[config.mk]
export PLATFORM = sky130hd
export DESIGN_NAME = ex_mem
export DESIGN_NICKNAME = d
export VERILOG_FILES = /design/src/rtl/ex_mem.sv
export SDC_FILE = /design/constraint.sdc
export NUM_CORES = 1
export LEC_CHECK = 0
export BUFFER_PORTS_ARGS = -buffer_cell sky130_fd_sc_hd__buf_2
export CAP_MARGIN = 15
export CORE_ASPECT_RATIO = 0.5
export CORE_MARGIN = 2
export CORE_UTILIZATION = 52
export CTS_CLUSTER_DIAMETER = 60
export CTS_CLUSTER_SIZE = 12
export DETAILED_ROUTE_END_ITERATION = 16
export PLACE_DENSITY = 0.85
export SYNTH_ARGS = -nofsm -noshare
export SYNTH_HDL_FRONTEND = slang
export SYNTH_SLANG_ARGS = --single-unit
[constraint.sdc]
create_clock -name Clk -period 3.3 [get_ports Clk]
set_input_delay 0.495 -clock Clk [delete_from_list [all_inputs] [get_ports Clk]]
set_output_delay 0.495 -clock Clk [all_outputs]
set_load 0.01 [all_outputs]
[src/rtl/ex_mem.sv]
// EX/MEM pipeline register with a data-memory handshake.
// Holds a load/store in ACCESS until MemAck, freezing upstream stages.
module ex_mem (
    input  logic        Clk,
    input  logic        Rst,
    input  logic        RegWrite_in,
    input  logic        MemtoReg_in,
    input  logic        MemRead_in,
    input  logic        MemWrite_in,
    input  logic        Branch_in,
    input  logic [31:0] ALUResult_in,
    input  logic        Zero_in,
    input  logic [31:0] BranchTarget_in,
    input  logic [31:0] WriteData_in,
    input  logic [4:0]  WriteReg_in,
    input  logic        Stall_in,
    input  logic        Flush_in,
    input  logic        MemAck,
    output logic        RegWrite,
    output logic        MemtoReg,
    output logic        MemRead,
    output logic        MemWrite,
    output logic        Branch,
    output logic [31:0] ALUResult_out,
    output logic [31:0] BranchTarget_out,
    output logic [31:0] WriteData_out,
    output logic [4:0]  WriteReg_out,
    output logic        Valid,
    output logic        MemReq,
    output logic        MemStall,
    output logic        PCSrc
);

    typedef enum logic {
        IDLE,
        ACCESS
    } state_e;

    typedef struct packed {
        logic        reg_write;
        logic        mem_to_reg;
        logic        mem_read;
        logic        mem_write;
        logic        branch;
        logic        zero;
        logic [31:0] alu;
        logic [31:0] target;
        logic [31:0] wdata;
        logic [4:0]  wreg;
        logic        valid;
    } ex_mem_t;

    state_e  state_q, state_d;
    ex_mem_t ent_q, ent_d, ent_in;
    logic    flush_pend_q, flush_pend_d;
    logic    advance;
    logic    flush;

    always_comb begin
        ent_in            = '0;
        ent_in.reg_write  = RegWrite_in;
        ent_in.mem_to_reg = MemtoReg_in;
        ent_in.mem_read   = MemRead_in;
        ent_in.mem_write  = MemWrite_in;
        ent_in.branch     = Branch_in;
        ent_in.zero       = Zero_in;
        ent_in.alu        = ALUResult_in;
        ent_in.target     = BranchTarget_in;
        ent_in.wdata      = WriteData_in;
        ent_in.wreg       = WriteReg_in;
        ent_in.valid      = 1'b1;
    end

    assign advance = ((state_q == IDLE) || MemAck) && !Stall_in;
    assign flush   = Flush_in || flush_pend_q;

    always_comb begin
        ent_d        = ent_q;
        state_d      = state_q;
        flush_pend_d = flush_pend_q;
        if (advance) begin
            flush_pend_d = 1'b0;
            if (flush) begin
                ent_d   = '0;
                state_d = IDLE;
            end else begin
                ent_d   = ent_in;
                state_d = (MemRead_in || MemWrite_in) ? ACCESS : IDLE;
            end
        end else begin
            if (Flush_in)
                flush_pend_d = 1'b1;
            // An ack under downstream stall still retires the access.
            if (state_q == ACCESS && MemAck)
                state_d = IDLE;
        end
    end

    always_ff @(posedge Clk or negedge Rst) begin
        if (!Rst) begin
            state_q      <= IDLE;
            ent_q        <= '0;
            flush_pend_q <= 1'b0;
        end else begin
            state_q      <= state_d;
            ent_q        <= ent_d;
            flush_pend_q <= flush_pend_d;
        end
    end

    assign RegWrite         = ent_q.reg_write;
    assign MemtoReg         = ent_q.mem_to_reg;
    assign MemRead          = ent_q.mem_read;
    assign MemWrite         = ent_q.mem_write;
    assign Branch           = ent_q.branch;
    assign ALUResult_out    = ent_q.alu;
    assign BranchTarget_out = ent_q.target;
    assign WriteData_out    = ent_q.wdata;
    assign WriteReg_out     = ent_q.wreg;
    assign Valid            = ent_q.valid;
    assign MemReq           = (state_q == ACCESS);
    assign MemStall         = (state_q == ACCESS) && !MemAck;
    assign PCSrc            = ent_q.valid && ent_q.branch && ent_q.zero;

endmodule

==> Word-level counts from Yosys, hierarchy flattened <==
Cells that the tools add are included.
{ "word_totals": {"reg_bits": 110, "latchBits": 0, "ramBits": 0, "rom_bits": 0, "in_bits": 112, "output_inout_bits": 110, "word_cells": 33, "memories": 0} }
{ "op_classes": {"addsub": 0, "multipliers": 0, "div": 0, "n_lt_le_gt_ge": 0, "n_eq_ne": 0, "shifts": 0, "muxes": 7, "n_bitwise": 1, "reduce_logical": 12} }
{ "ops": {"columns": ["cell", "count"], "rows": [
  ["two-way mux 108 bit", 1],
  ["two-way mux 1 bit", 6],
  ["logical AND 1 bit", 5],
  ["nonzero test 2 bit", 2],
  ["logical OR 1 bit", 3],
  ["zero test 1 bit", 2],
  ["NOT 1 bit", 1]
]} }

==> Depth between registers and ports, before layout <==
{ "depth": {"word_depth": 4, "ltp_mapped": 6, "mapped_depth_nobuf": 3} }

==> Least setup slack after synthesis <==
Ideal clock, no wire load.
{ "synth_path": {"kind": "input port to output port", "from": "input MemAck", "to": "output MemStall", "arrival_ns": 1.017, "required_ns": 2.805, "path_slack_ns": 1.788, "path_stages": 3, "n_path_buf": 2, "cell_sequence": "nor2b_4 -> clkbuf_1 -> buf_2"} }
{ "synth_between": {"elab_chain_len": 2} }
{ "synth_rtl": {"columns": ["element", "line_no", "rtl"], "rows": [
  ["start: declaration", "18", "input logic MemAck,"],
  ["zero test 1 bit", "122", "assign MemStall = (state_q == ACCESS) && !MemAck;"],
  ["logical AND 1 bit", "122", null],
  ["end: declaration", "30", "output logic MemStall,"]
]} }
No other way between the ends.

==> Worst setup path after layout <==
{ "layout_path": {"from": "register state_q, in the netlist MemReq", "to": "output MemStall"} }
{ "layout_between": {"elab_chain_len": 1} }
{ "layout_rtl": {"columns": ["element", "line_no", "rtl"], "rows": [
  ["start: declaration", "53", "state_e state_q, state_d;"],
  ["start signal: assignment", "105", "state_q <= state_d;"],
  ["logical AND 1 bit", "122", null]
]} }
No other way between the ends.

==> out/results.tsv <==
metric	value	unit
# placed instances	807	
drt pass-1 iters	4	
post-layout net count	790	
hold_ws	0.251	ns
fillers	916	
Chip Width	147	µm
Starting Density	52.9	%
RSZ-0062 raised after global routing	false	
clk sink count	110	
outcome	completed	
final hold vios	0	
area grow syn2layout	12.7	%
fin cells	823	
commonest non-fill, non-tap cell in the layout	buf_2	
port bufs	221	
# rows	26	
Vias	4214	
top cell type's share of synthesized area	51.5	%
post-CTS setup buffers	0	
Mapped Cells	589	
initial antenna violation count	0	
crit-path max FO	110	
CTS root buffer	clkbuf_16	
Tot GR Track Use	20.8	%
startpoint types	register	
H-Tree Depth	3	
DR DRC count	0	
Die H	75.7	µm
max-slew violation count	0	
critical register-to-register path startpoint	MemReq	
vias per std cell	5.12	
max_cap viols	0	
Crit Path Class	register to primary output	
clock buffer depth	2	
top cells by area in the synthesized netlist	dfrtp_1, o21ai_0, buf_4	
CTS tree	done	
Final Critical Period	2.34	ns
Fin Clk Skew	0.00629	ns
Worst Setup Slack, final	0.956	ns
Fin Setup TNS	0	ns
hold crit path type	input port to async pin	
Antenna diodes	0	
sequential area share after synthesis	51.5	%
first-pass GRT wire length	18600	µm
r2r endpoint	Valid	
Post-Place Worst Slack	1.09	ns
vias in the first global route	3860	
clock-pin slew on the worst setup and hold paths	0.07	ns
Leak	3.11	nW
Worst EP required	2.80	ns
Area after DPL	0.00573	mm²
Finished Cell Area	0.00603	mm²
cts-stage hold buffer count	0	
HPWL Detailed	7760	µm
DR WL/cell	14.5	µm
GPL Wtd Cong	0.789	
fin crit share	71.0	%
area of the multi-input gates	0.00162	mm²
Ys Warns	0	
R2R depth	4	
layout cells sized above 1	39.1	%
worst skew pair latency	0.33	ns
largest net degree at the start of global routing	111	
Post-DRT Antenna Nets	0	
TritonCTS buffer count	9	
R2R setup slack	1.44	ns
post-synth cell types	15	
register area	0.00275	mm²
Slew @ Worst Pin	0.972	ns
cell area power density	517	mW/mm²
1st-iter DRT viols	294	
Worst VDD drop	301	µV
Critical Path AT	1.85	ns
total wire length	12000	µm
Final setup viols	0	
Mapped Area	0.00535	mm²
f_max	427	MHz
I/O Pins	222	
Seq cells post-synth	110	
Core Area	0.0101	mm²
post_cts resized	0	
crit path capture type	primary output	
grt ovf	0	
die area	0.0112	mm²
synthesized area per cell	9.08	µm²
synthesized net count	701	
worst rel slew slack	35.2	%
area leader, netlist	dfrtp_1	
most frequent cells in the layout	buf_2, o21ai_0, dfrtp_1	
==> flip-flops by register name (all words and copies together) (netlist names) <==
register / count
ALUResult_out: 32
BranchTarget_out: 32
WriteData_out: 32
WriteReg_out: 5
Branch: 1
MemRead: 1
MemReq: 1
MemWrite: 1
MemtoReg: 1
RegWrite: 1
Valid: 1
ent_q: 1
flush_pend_q: 1
==> cells in the mapped netlist <==
cell type  number
and3_1          1
or2_1           1
dfrtp_1       110
buf_2           6
mux2_2          1
clkbuf_1       37
nor2_1          3
o21ai_0       185
buf_4         101
o21ai_2        21
nand2_1       107
o21ai_1         9
o21bai_1        1
buf_6           5
nor2b_4         1
==> how the worst max path moves through the flow <==
| stage | start | to | slack [ns] | depth (start not counted) |
|---|---|---|---|---|
| 6_report | MemReq | MemStall | 0.96 | 3 |
| 5_1_grt | MemReq | MemStall | 0.83 | 3 |
| 4_1_cts | MemReq | MemStall | 0.95 | 3 |
| 3_5_place_dp | MemAck | MemStall | 1.09 | 4 |
| 3_3_place_gp | MemAck | MemStall | 1.09 | 4 |
| 2_1_floorplan | MemAck | MemStall | 1.79 | 3 |
==> cells by family (layout without fill, tap and decap cells) <==
| family | Yosys count | after routing | share of synthesized area, % |
|---|---|---|---|
| flip-flops | 110 | 110 | 51.5 |
| buffers and inverters | 149 | 243 | 18.4 |
| AO/OA/AOI/OAI | 216 | 216 | 21.7 |
| AND/OR/NAND/NOR | 113 | 113 | 8.21 |
| multiplexers | 1 | 1 | 0.211 |
==> routing by layer <==
metal	vias to the layer above	wire [µm]	track usage (%)
met5	-	0	0
met1	2039	5000	25.6
li1	2038	-	-
met2	121	6250	37.9
met3	16	528	4.55
met4	0	193	6.62
==> stage by stage <==
stage,power (mW),util [%]
after floorplan,1.95,-
after global placement,2.05,56.6
after detailed placement,2.07,56.6
after CTS,3.15,59.6
after global routing,3.29,59.6
final,3.12,59.6
==> power by group <==
group          internal [mW]  switching [mW]
registers               1.47          0.0547
clock network          0.627           0.455
logic                  0.200           0.317
total                   2.29           0.826
==> critical path, stage by stage, from the launching register on <==
cell and delay, ns:
dfrtp_1 0.36, nor2b_4 0.15, buf_4 0.72, buf_2 0.27
==> final cells by class <==
cell class | instances | area share [%]
clock inverters | 4 | 0.747
multi-input cells | 330 | 26.9
clock buffers | 12 | 4.25
repair buffers | 227 | 19.5
flip-flops and latches | 110 | 45.6
well taps | 140 | 2.90
Power figures use the tool's default switching activity.
